### config.mk
export PLATFORM = sky130hd
export DESIGN_NAME = freq_generator
export DESIGN_NICKNAME = d
export VERILOG_FILES = /design/src/rtl/freq_generator.sv
export SDC_FILE = /design/constraint.sdc
export NUM_CORES = 1
export LEC_CHECK = 0
export BUFFER_PORTS_ARGS = -buffer_cell sky130_fd_sc_hd__buf_2
export CAP_MARGIN = 30
export CORE_UTILIZATION = 65
export CTS_BUF_LIST = sky130_fd_sc_hd__clkbuf_8
export DETAILED_ROUTE_END_ITERATION = 6
export PLACE_DENSITY = 0.87
export SLEW_MARGIN = 15
export SYNTH_ARGS = -nofsm -noshare
export SYNTH_HDL_FRONTEND = slang
export SYNTH_SLANG_ARGS = --single-unit
### constraint.sdc
create_clock -name clk -period 8.2 [get_ports clk]
set_clock_uncertainty 0.15 [all_clocks]
set_input_delay 0 -clock clk [delete_from_list [all_inputs] [get_ports clk]]
set_output_delay 0 -clock clk [all_outputs]
set_load 0.01 [all_outputs]
### src/rtl/freq_generator.sv
// Programmable square-wave source: half-period = BASE_HALF << min(sel, MAX_SEL) cycles,
// continuous or burst mode, with frequency changes applied only at full-period boundaries.
module freq_generator #(
  parameter int BASE_HALF = 50,
  parameter int MAX_SEL   = 10,
  parameter int CNT_W     = 32,
  parameter int BURST_W   = 16
) (
  input  logic               clk,
  input  logic               rst_n,
  input  logic               en,
  input  logic [3:0]         sel,
  input  logic [BURST_W-1:0] burst,
  output logic               out,
  output logic               active,
  output logic               done,
  output logic [BURST_W-1:0] periods
);

  typedef enum logic [1:0] {IDLE, HIGH, LOW, HOLD} state_t;

  localparam logic [3:0]       MAX_SEL_C = 4'(MAX_SEL);
  localparam logic [CNT_W-1:0] BASE_C    = CNT_W'(BASE_HALF);
  localparam logic [CNT_W-1:0] ONE_C     = CNT_W'(1);

  state_t             state_reg, state_next;
  logic [CNT_W-1:0]   cnt_reg, cnt_next;
  logic [3:0]         sel_reg, sel_next;
  logic [BURST_W-1:0] burst_reg, burst_next;
  logic [BURST_W-1:0] periods_reg, periods_next;
  logic               out_reg, out_next;
  logic               active_reg, active_next;
  logic               done_reg, done_next;

  logic [3:0]         sel_clamp;
  logic [CNT_W-1:0]   reload_new;
  logic [CNT_W-1:0]   reload_cur;
  logic [BURST_W-1:0] periods_inc;

  assign sel_clamp   = (sel > MAX_SEL_C) ? MAX_SEL_C : sel;
  // reload_new uses the live select code (period start); reload_cur the latched one (mid-period)
  assign reload_new  = (BASE_C << sel_clamp) - ONE_C;
  assign reload_cur  = (BASE_C << sel_reg) - ONE_C;
  assign periods_inc = periods_reg + BURST_W'(1);

  always_comb begin
    state_next   = state_reg;
    cnt_next     = cnt_reg;
    sel_next     = sel_reg;
    burst_next   = burst_reg;
    periods_next = periods_reg;
    done_next    = 1'b0;

    case (state_reg)
      IDLE: begin
        if (en) begin
          sel_next     = sel_clamp;
          burst_next   = burst;
          periods_next = '0;
          cnt_next     = reload_new;
          state_next   = HIGH;
        end
      end
      HIGH: begin
        if (cnt_reg == '0) begin
          cnt_next   = reload_cur;
          state_next = LOW;
        end else begin
          cnt_next = cnt_reg - ONE_C;
        end
      end
      LOW: begin
        if (cnt_reg == '0) begin
          periods_next = periods_inc;
          if ((burst_reg != '0) && (periods_inc == burst_reg)) begin
            done_next  = 1'b1;
            state_next = HOLD;
          end else if (!en) begin
            state_next = IDLE;
          end else begin
            sel_next   = sel_clamp;
            cnt_next   = reload_new;
            state_next = HIGH;
          end
        end else begin
          cnt_next = cnt_reg - ONE_C;
        end
      end
      HOLD: begin
        // a new burst needs en to drop first
        if (!en) state_next = IDLE;
      end
      default: state_next = IDLE;
    endcase

    out_next    = (state_next == HIGH);
    active_next = (state_next == HIGH) || (state_next == LOW);
  end

  always_ff @(posedge clk or negedge rst_n) begin
    if (!rst_n) begin
      state_reg   <= IDLE;
      cnt_reg     <= '0;
      sel_reg     <= '0;
      burst_reg   <= '0;
      periods_reg <= '0;
      out_reg     <= 1'b0;
      active_reg  <= 1'b0;
      done_reg    <= 1'b0;
    end else begin
      state_reg   <= state_next;
      cnt_reg     <= cnt_next;
      sel_reg     <= sel_next;
      burst_reg   <= burst_next;
      periods_reg <= periods_next;
      out_reg     <= out_next;
      active_reg  <= active_next;
      done_reg    <= done_next;
    end
  end

  assign out     = out_reg;
  assign active  = active_reg;
  assign done    = done_reg;
  assign periods = periods_reg;

endmodule

Word-level counts from Yosys, hierarchy flattened
Index checks and enable logic that the tools add are counted.

storage, ports and cells
  flip-flop bits (word level) = 73
  bits of input ports = 23
  output and inout port bits = 19
  logic and storage cells = 59

operators by class
  $add $sub $neg = 4
  $lt $le $gt $ge = 1
  equality and inequality tests = 10
  shift operators = 2
  mux-type cells = 23
  reduce and logical (&&, ||, !) cells = 11

operators with widths
  cell                     number
  $mux W32                 4
  $pmux W32 S3             1
  $sub A32 B1 Y32 const B  3
  $shl A6 B4 Y32 const A   2
  $logic_not A32 Y1        1
  $mux W16                 2
  $pmux W16 S2             1
  $add A16 B1 Y16 const B  1
  $eq A16 B16 Y1           1
  $mux W4                  4
  $reduce_bool A16 Y1      1
  $mux W2                  5
  $pmux W2 S4              1
  $pmux W4 S2              1
  $eq A2 B2 Y1 const B     3
  $ne A2 B2 Y1 const B     3
  $reduce_and A3 Y1        2
  $eq A2 B1 Y1 const B     2
  $gt A4 B4 Y1 const B     1
  $mux W1                  4
  $reduce_and A2 Y1        2
  $ne A3 B3 Y1 const B     1
  $reduce_bool A3 Y1       1
  $logic_not A2 Y1         1
  3 further kinds          3

Depth between registers and ports, before layout
Gate-level depths: netlist of run 1.

  word-level depth = 8
  gate-level depth with buffers = 14
  gate-level depth less buffers = 12

Worst setup path after synthesis of run 1
Ideal clock, no wire load.

  path type = register -> register
  start = reg periods_reg[2] (netlist: periods[2])
  end = reg sel_reg[3]
  library setup time = 0.128 ns
  data arrival time = 2.804 ns
  data required time = 7.922 ns
  path slack = 5.118 ns
  cell stages (with the launch flop) = 11
  path buffers = 2
  period minus slack after synthesis = 3.082 ns
  cell sequence = dfrtp_1 -> buf_2 -> nand3_4 -> or4_4 -> xnor2_1 -> nand3_1 -> or4_1 -> buf_2 -> o211ai_1 -> o21a_2 -> mux2_1

between the ends
  longest elaborated chain between the ends = 5

RTL lines
  what                                line  source
  from (decl)                         30    logic [BURST_W-1:0] periods_reg, periods_next;
  from (signal assigned)              115   periods_reg <= periods_next;
  $add A16 B1 Y16                     44    assign periods_inc = periods_reg + BURST_W'(1);
  $eq A16 B16 Y1                      75    if ((burst_reg != '0) && (periods_inc == burst_reg)) begin
  $logic_and A1 B1 Y1                 75
  $ne A2 B2 Y1 (no source line)       --
  $reduce_and A3 Y1 (no source line)  --
  to (signal assigned)                113   sel_reg <= sel_next;
  to (decl)                           28    logic [3:0] sel_reg, sel_next;

No other way between the ends.
A chain may end at the register's enable or synchronous reset.

Worst setup path in the final report of run 1
  start = reg cnt_reg[18]
  end = reg active_reg (netlist: active)

between the ends
  longest elaborated chain between the ends = 5
  elaborated cells between the ends (all ways) = 7
  classes of those cells = 2 x eq/ne; 3 x mux; 2 x reduce/logical

RTL lines
  what                                                 line    source
  from (decl)                                          27      logic [CNT_W-1:0] cnt_reg, cnt_next;
  from (signal assigned)                               112     cnt_reg <= cnt_next;
  $logic_not A32 Y1 (*)                                65, 73
  $mux W2, on equally long branches                    73, 65
  $pmux W2 S4 (*)                                      54      case (state_reg)
  named net state_next[0]                              26      state_t state_reg, state_next;
  $eq A2 B1 Y1 / $eq A2 B2 Y1 (equally long branches)  97      active_next = (state_next == HIGH) || (state_next == LOW);
  $logic_or A1 B1 Y1 (*)                               97
  named net active_next                                32      logic active_reg, active_next;
  to (signal assigned)                                 117     active_reg <= active_next;
  to (decl)                                            32

The timed path passes the listed nets; every way through them passes the cells marked *.

==> impl_metrics.ini, run 1 <==
[synthesis]
synth_top_area_share_pct = 31.3
syn_nets = 778
synth_edf_count = 0
ys_seq_area_share_pct = 31.3
async_flop_share_pct = 100
ys_types = 68
ys.flop_type = dfrtp_1
synth.largest_area_cell = dfrtp_1
ys_ff_latch = 73
syn-mean-instance-area_um2 = 7.93
netlist_area_um2 = 5840
yosys-top-cells-count = nand2_1, dfrtp_1, nor2_1
synth_warnings = 0
syn_inst = 737
yosysMostFrequentCell = nand2_1
ys_top_cells_by_area = dfrtp_1, nand2_1, a21oi_1, o21ai_0, xnor2_1

[finish]
syn2layout_area_growth_pct = 9.27
diodes = 0
final_util_pct = 73.2
largest_reg_flops = 32
num-nets-final = 798
stdcell_count = 870
drive_gt1_share_pct = 12.7

[critical_path]
critPathSlowestCell = or4_1
rr_worst_depth = 9
required_ns = 8.33
worst_ep_arrival_time_ns = 3.86
rrSetupSlack_ns = 4.48
path_class = register to register
reg2reg_from = cnt_reg[18]
critPathCapture = active
cp-end-kind = register
worstPathCellList = or4_1, nor4_1, and2_1, nand2_1, a22o_1, a211oi_1, a21oi_1, ha_1, inv_1
cp-start-kind = register
slowest_delay_ns = 0.57
rr_endpoint = active
critPathLaunch = cnt_reg[18]
cp_max_fo = 25

[die]
fp.dieW_um = 96.8
row_count = 34
coreArea_um2 = 8720
dieHeight_um = 96.8
initial_core_util_pct = 67.0
io_pins = 42
die_area_um2 = 9370

[routing]
totalWireLength_um = 16600
detail_route.wl_per_cell_um = 19.1
firstDrtPassIters = 6
drtIter0Drc = 588
drc_errors = 0
ant_nets = 0
vias = 5856
via_per_inst = 6.73

[clocking]
clkTransAtPathRegs_ns = 0.10
h-tree-depth = 3
clk_latency_ns = 0.37
numClockSinks = 73
clockRootBuffer = clkbuf_8
cts_tree = yes
post_cts_buffers = 0
cts_buffer_depth = 2
cts_made_buffers = 9

[place]
globalplace.congestion = 0.935
io_buffers = 41
dp.cells = 833
dp_slack_ns = 4.62
dp_hpwl_um = 11000

[sta]
grt_setup_unrepaired = false
setup_ws_ns = 4.48
worst_pin_slew_ns = 0.948
finalMaxSlewViolations = 0
setup_tns_ns = 0
max_freq_ghz = 0.269
setup_viol = 0
hold_viol_final = 33
finalCritPeriodShare_pct = 45.4
hold_ws_ns = -0.0419
max_slew_margin_pct = 36.7
period_needed_ns = 3.72

[pwr]
pwr-share-clk_pct = 40.4
netSwitchingPower_uw = 196
leakage_nw = 2.71
power_frac_seq_pct = 51.9
pwr-share-comb_pct = 7.7
switching_share_pct = 28.4
cellPowerDensity_nw_per_um2 = 109
vdd_drop_max_mv = 0.0912
p_int_uw = 497
power.total_uw = 693

[global_route]
grt_use_total_pct = 35.8
overflow = 0
grt_pass1_wl_um = 27100
grt_max_degree = 74
antenna_found_initial = 0
grt_pass1_vias = 5363

[flow_run]
maxCapViolCount = 0

[hold_path]
hold_class = primary input to async pin

[outcome]
violations = hold timing
outcome = complete, but fails checks
power groups by stage:
stage / combinational [mW] / clock (mW) / sequential [mW]
2_1_floorplan: 0.0244 / 0 / 0.367
3_3_place_gp: 0.0415 / 0 / 0.367
3_5_place_dp: 0.0433 / 0 / 0.367
4_1_cts: 0.0508 / 0.280 / 0.360
5_1_grt: 0.0587 / 0.296 / 0.360
6_report: 0.0534 / 0.280 / 0.360
area by class of cell:
type | instances | area [um^2]
clock buffers | 9 | 124
clock inverters | 7 | 61.3
fillers | 640 | 2340
inverters | 21 | 78.8
multi-input cells | 585 | 3690
flip-flops and latches | 73 | 1830
well taps | 108 | 135
repair buffers | 67 | 465
worst min-delay path by stage:
stage                              to  slack [ns]  depth (start not counted)
after floorplan                active       -0.45                          0
after global placement    periods[14]        0.04                          1
after detailed placement  periods[14]        0.05                          1
after CTS                  sel_reg[0]        0.04                          4
after global routing      periods[14]        0.01                          2
final                     periods[14]       -0.04                          2
worst max-delay path, delay by kind of cell (launching register included):
kind	cells	cell delay [ns]
adders and majority gates	1	0.31
DFF	1	0.45
and+or+nand+nor	4	1.79
buffers and inverters	1	0.04
AOI/OAI and AO/OA	3	0.89
stage by stage:
stage	instance area (um^2)	hold slack, ns
after floorplan	5840	-0.446
after global placement	5980	0.0441
after detailed placement	5980	0.0515
after CTS	6360	0.0373
after global routing	6380	0.00954
final	6380	-0.0419
routing by layer:
layer	vias to the layer above	GRT usage [%]	part of all wire, %
met4	0	12.3	2.7
met5	-	0	0
met2	342	54.8	45
met3	46	5.64	9.0
met1	2757	51.6	43
li1	2711	-	-
cells in the final DEF (no fill, tap or decap), types with 13 or more instances in the layout:
master         synthesis  final
o21ai_0               56     56
xnor2_1               32     32
a21oi_1               58     58
inv_1                 21     21
dfrtp_1               73     73
a22o_1                13     13
nand3_1               27     27
nor3_1                31     31
xor2_1                13     13
dlygate4sd3_1          0     20
nor4_1                16     16
buf_2                  6     40
mux2_2                19     19
nand2_1               78     78
nor2_1                61     61
ha_1                  18     18
cells by family after synthesis:
kind of cell,share of synthesized area [%]
xor gates and xnor gates,6.75
buffers and inverters,5.59
and+or+nand+nor,22.8
AOI/OAI and AO/OA,24.5
DFF,31.3
adders and majority gates,3.86
muxes,5.23
timing repair:
action	in CTS	in global routing
resized for setup	0	0
hold endpoints to repair	92	0
hold buffers	20	0
(Power assumes the default switching activity.)
==> inputs of run 2 (changes only) <==
--- a/config.mk
+++ b/config.mk
@@ -7,10 +7,10 @@
 export LEC_CHECK = 0
 export BUFFER_PORTS_ARGS = -buffer_cell sky130_fd_sc_hd__buf_2
 export CAP_MARGIN = 30
-export CORE_UTILIZATION = 65
+export CORE_UTILIZATION = 63
 export CTS_BUF_LIST = sky130_fd_sc_hd__clkbuf_8
 export DETAILED_ROUTE_END_ITERATION = 6
-export PLACE_DENSITY = 0.87
+export PLACE_DENSITY = 0.85
 export SLEW_MARGIN = 15
 export SYNTH_ARGS = -nofsm -noshare
 export SYNTH_HDL_FRONTEND = slang
==> constraint.sdc (replaced) <==
create_clock -name clk -period 3.9 [get_ports clk]
set_clock_uncertainty 0.15 [all_clocks]
set_input_delay 0 -clock clk [delete_from_list [all_inputs] [get_ports clk]]
set_output_delay 0 -clock clk [all_outputs]
set_load 0.01 [all_outputs]
==> run 2 against run 1 <==
  * The run now ends clean
  * Clock power up 140%
  * Core utilization rose by 0.12 points
  * Critical path depth fell by 1
  * Critical path type unchanged
  * Largest power group unchanged
==> impl_metrics.ini, run 2 (synthesis gave the netlist of run 1 again) <==
[outcome]
outcome = completed

[routing]
firstDrtPassIters = 7
detail_route.wl_per_cell_um = 19.0
via_per_inst = 6.80
ant_nets = 0
vias = 5973
totalWireLength_um = 16700
drc_errors = 0
drtIter0Drc = 774

[finish]
multi_input_area_um2 = 3690
drive_gt1_share_pct = 13.6
largest_reg_flops = 32
fill_cells = 672
regArea_um2 = 1830
final_cell_mix = nand2_1, dfrtp_1, nor2_1, a21oi_1, o21ai_0
diodes = 0
final_common_cell = nand2_1
final_util_pct = 73.3
num-nets-final = 807
fin_area_um2 = 6490
syn2layout_area_growth_pct = 11.1

[clocking]
clk_latency_ns = 0.38
post_cts_buffers = 0
clkTransAtPathRegs_ns = 0.10
cts_buffer_depth = 2
clockRootBuffer = clkbuf_8
cts_made_buffers = 9
cts_tree = yes
numClockSinks = 73
h-tree-depth = 3

[sta]
period_needed_ns = 3.49
worst_pin_slew_ns = 0.770
finalMaxSlewViolations = 0
hold_ws_ns = 0.0135
finalCritPeriodShare_pct = 89.4
max_slew_margin_pct = 48.6
setup_tns_ns = 0
grt_setup_unrepaired = false
hold_viol_final = 0
max_freq_ghz = 0.287
setup_viol = 0

[die]
row_count = 34
dieHeight_um = 98.3
initial_core_util_pct = 66.0
io_pins = 42
die_area_um2 = 9660
coreArea_um2 = 8850
fp.dieW_um = 98.3

[global_route]
grt_use_total_pct = 36.4
antenna_found_initial = 0
overflow = 0
grt_pass1_wl_um = 27800
grt_pass1_vias = 5467
grt_max_degree = 74

[pwr]
pwr-share-comb_pct = 7.3
pwr-share-clk_pct = 43.6
netSwitchingPower_uw = 427
vdd_drop_max_mv = 0.219
switching_share_pct = 27.8
p_int_mw = 1.11
power_frac_seq_pct = 49.2
cellPowerDensity_nw_per_um2 = 237
leakage_nw = 2.77
power.total_mw = 1.54

[place]
dp_hpwl_um = 11300
globalplace.congestion = 0.955
io_buffers = 41
dpl-instance-area_um2 = 6040

[critical_path]
rr_worst_depth = 8
path_class = register to register
reg2reg_from = periods[3]
cp-start-kind = register
worst_ep_arrival_time_ns = 3.60
rrSetupSlack_ns = 0.41
rr_endpoint = sel_reg[3]
critPathCapture = sel_reg[3]
cp-end-kind = register
critPathLaunch = periods[3]
required_ns = 4.01
cp_max_fo = 10

[flow_run]
maxCapViolCount = 0

[hold_path]
hold_class = primary input to register
run 2: metal layers:
layer	global-route usage (%)	routed length, um
met5	0	0
met4	12.9	497
met3	7.02	1860
met2	54.3	7230
met1	52.7	7150
run 2: repair_timing:
| action | 4_1_cts | 5_1_grt |
|---|---|---|
| hold buffers | 20 | 1 |
| resized for setup | 0 | 0 |
| hold endpoints to repair | 92 | 24 |
run 2: through the flow:
| stage | cells | setup WS [ns] |
|---|---|---|
| 2_1_floorplan | 737 | 0.818 |
| 3_3_place_gp | 840 | 0.582 |
| 3_5_place_dp | 841 | 0.503 |
| 4_1_cts | 877 | 0.492 |
| 5_1_grt | 879 | 0.198 |
| 6_report | 879 | 0.415 |
run 2: worst min path at each step:
| stage | start | endpoint | slack (ns) | cells past startpoint |
|---|---|---|---|---|
| 5_1_grt | sel[1] | sel_reg[0] | 0.13 | 4 |
| 3_3_place_gp | rst_n | periods[14] | 0.04 | 1 |
| 4_1_cts | sel[1] | sel_reg[0] | 0.01 | 4 |
| 2_1_floorplan | rst_n | active | -0.45 | 0 |
| 6_report | sel[1] | sel_reg[0] | 0.01 | 4 |
| 3_5_place_dp | rst_n | periods[13] | 0.05 | 1 |
run 2: power groups by stage:
stage,Sequential [mW],Clock (mW),Combinational [mW]
2_1_floorplan,0.771,0,0.0513
3_3_place_gp,0.771,0,0.0879
3_5_place_dp,0.771,0,0.0899
4_1_cts,0.756,0.664,0.105
5_1_grt,0.756,0.694,0.125
6_report,0.756,0.670,0.112
run 2: critical path: stages (launching register included):
cell and delay [ns]:
dfrtp_1 0.51, nand2_1 0.25, or4_4 0.60, xnor2_1 0.18, nand3_1 0.08, or4_1 0.67
o211ai_1 0.32, o21a_2 0.27, mux2_1 0.33
run 2: final cells by class:
| type | count | share of cell area, % |
|---|---|---|
| Clock buffer | 9 | 1.91 |
| Clock inverter | 7 | 1.29 |
| Inverter | 21 | 1.22 |
| Multi-Input combinational cell | 585 | 56.9 |
| Sequential cell | 73 | 28.2 |
| Tap cell | 108 | 2.08 |
| Timing Repair Buffer | 76 | 8.43 |
==> inputs of run 3 (changes only) <==
--- a/config.mk
+++ b/config.mk
@@ -5,9 +5,10 @@
 export SDC_FILE = /design/constraint.sdc
 export NUM_CORES = 1
 export LEC_CHECK = 0
+export ABC_AREA = 1
 export BUFFER_PORTS_ARGS = -buffer_cell sky130_fd_sc_hd__buf_2
 export CAP_MARGIN = 30
-export CORE_UTILIZATION = 63
+export CORE_UTILIZATION = 64
 export CTS_BUF_LIST = sky130_fd_sc_hd__clkbuf_8
 export DETAILED_ROUTE_END_ITERATION = 6
 export PLACE_DENSITY = 0.85
==> run 3 against run 2 <==
  * Wire length increased by 21%
  * Core utilization is 0.80 points higher
  * Combinational power rose to 21 times the previous value
  * Highest routed layer unchanged
==> impl_metrics.ini, run 3 <==
[outcome]
outcome = completed

[finish]
stdcell_count = 1276
final_cell_mix = nand2_1, nand3_1, nor2_1, inv_1, dfrtp_1
syn2layout_area_growth_pct = 10.3
final_util_pct = 74.1
num-nets-final = 1179
final_common_cell = nand2_1
largest_reg_flops = 32
drive_gt1_share_pct = 8.49
fin_area_um2 = 7380
diodes = 0
fill_cells = 845

[synthesis]
synth_warnings = 0
yosys-top-cells-count = nand2_1, nand3_1, nor2_1
ys_seq_area_share_pct = 27.3
ys.flop_type = dfrtp_1
ys_ff_latch = 73
async_flop_share_pct = 100
syn_nets = 1133
synth.largest_area_cell = dfrtp_1
synth_edf_count = 0
ys_top_cells_by_area = dfrtp_1, nand2_1, nand3_1, nor2_1, inv_1
synth_top_area_share_pct = 27.3
netlist_area_um2 = 6690
ys_types = 42
syn-mean-instance-area_um2 = 6.13
syn_inst = 1092
yosysMostFrequentCell = nand2_1

[die]
die_area_um2 = 10900
fp.dieW_um = 104
dieHeight_um = 104
initial_core_util_pct = 67.2
io_pins = 42
coreArea_um2 = 9950
row_count = 36

[clocking]
cts_tree = yes
post_cts_buffers = 0
h-tree-depth = 3
clk_latency_ns = 0.40
cts_made_buffers = 9
clkTransAtPathRegs_ns = 0.09
cts_buffer_depth = 2
clockRootBuffer = clkbuf_8
numClockSinks = 73

[routing]
ant_nets = 0
detail_route.wl_per_cell_um = 15.9
totalWireLength_um = 20300
drc_errors = 0
via_per_inst = 5.85
vias = 7461
drtIter0Drc = 736
firstDrtPassIters = 5

[critical_path]
critPathSlowestCell = dfrtp_1
reg2reg_from = periods[0]
slowest_delay_ns = 0.53
worst_ep_arrival_time_ns = 3.23
required_ns = 4.08
rrSetupSlack_ns = 0.85
cp-end-kind = register
rr_endpoint = cnt_reg[11]
cp_max_fo = 32
worstPathCellList = ha_1, nand2_1, nor2_2, nand2_1, nand2_1, nand2_1, nand2_1, nand2_1, nor2_1, nand3_1, nor3_2, nand4_4, nand2_4, nand2_1, nand2_1
cp-start-kind = register
rr_worst_depth = 15
path_class = register to register
crit_top_cell = nand2_1

[place]
dpl-instance-area_um2 = 6960
dp_hpwl_um = 14000
dp.cells = 1238
dp_slack_ns = 0.916
globalplace.congestion = 0.944
io_buffers = 41

[pwr]
leakage_nw = 3.80
power_frac_seq_pct = 29.3
switching_share_pct = 52.9
vdd_drop_max_mv = 0.490
cellPowerDensity_nw_per_um2 = 562
netSwitchingPower_mw = 2.19
pwr-share-clk_pct = 14.3
pwr-share-comb_pct = 56.3
p_int_mw = 1.95

[global_route]
antenna_found_initial = 0
overflow = 0
grt_use_total_pct = 38.6
grt_pass1_vias = 6936
grt_max_degree = 74
grt_pass1_wl_um = 33300

[sta]
finalMaxSlewViolations = 0
hold_viol_final = 0
setup_tns_ns = 0
setup_ws_ns = 0.850
max_freq_ghz = 0.328
period_needed_ns = 3.05
setup_viol = 0
grt_setup_unrepaired = false
worst_pin_slew_ns = 0.937
finalCritPeriodShare_pct = 78.2
max_slew_margin_pct = 37.5

[hold_path]
min_from = sel[2]
hold_depth = 5
min_to = sel_reg[1]
hold_class = primary input to register

[flow_run]
maxCapViolCount = 0
-- run 3: how the worst max path moves through the flow --
stage                          start           to  slack (ns)
after floorplan           periods[0]       active        1.38
after global placement    periods[0]       active        1.01
after detailed placement  periods[0]       active        0.92
after CTS                 periods[0]       active        0.91
after global routing      periods[0]  cnt_reg[14]        0.58
final                     periods[0]  cnt_reg[11]        0.85
-- run 3: cells by family (layout without fill, tap and decap cells) --
family	count (synthesis)	after routing	share of synthesized area (%)
buffers and inverters	150	201	8.90
xor gates and xnor gates	31	31	4.28
and+or+nand+nor	684	684	44.1
AOI/OAI and AO/OA	132	132	11.4
adders and majority gates	18	18	3.37
DFF	73	73	27.3
muxes	4	4	0.673
-- run 3: power by group through the flow --
stage	registers [mW]	clock network, mW	logic (mW)
after floorplan	1.13	0	1.75
after global placement	1.22	0	2.24
after detailed placement	1.22	0	2.24
after CTS	1.21	0.599	2.28
after global routing	1.24	0.633	2.61
final	1.22	0.595	2.33
-- run 3: timing repair --
item / in CTS / in global routing
resized for setup: 0 / 0
hold buffers: 20 / 1
endpoints found under the hold margin: 92 / 19
-- run 3: cell type report --
class	instances	area, um^2	share of cell area (%)
clock buffer	9	124	1.68
multi-input combinational	869	4270	57.8
timing repair buffer	71	505	6.85
sequential	73	1830	24.8
tap	133	166	2.26
clock inverter	7	60.1	0.814
inverter	114	428	5.80
-- run 3: critical path: cells and delay by family (launching register included) --
family                     cells  cell delay (ns)
DFF                            1             0.53
adders and majority gates      1             0.31
and+or+nand+nor               14             2.00
-- run 3: stage by stage --
stage | hold slack (ns) | total power [mW]
floorplan | -0.446 | 2.88
global placement | 0.0482 | 3.45
detailed placement | 0.0535 | 3.47
CTS | 0.0122 | 4.08
global route | 0.111 | 4.49
finish | 0.0323 | 4.15
-- run 3: routing by layer --
metal  wire length [um]  global-route usage [%]
met2               9040                    62.4
met5                  0                       0
met3               2000                    7.71
met1               8310                    48.6
met4                955                    20.5
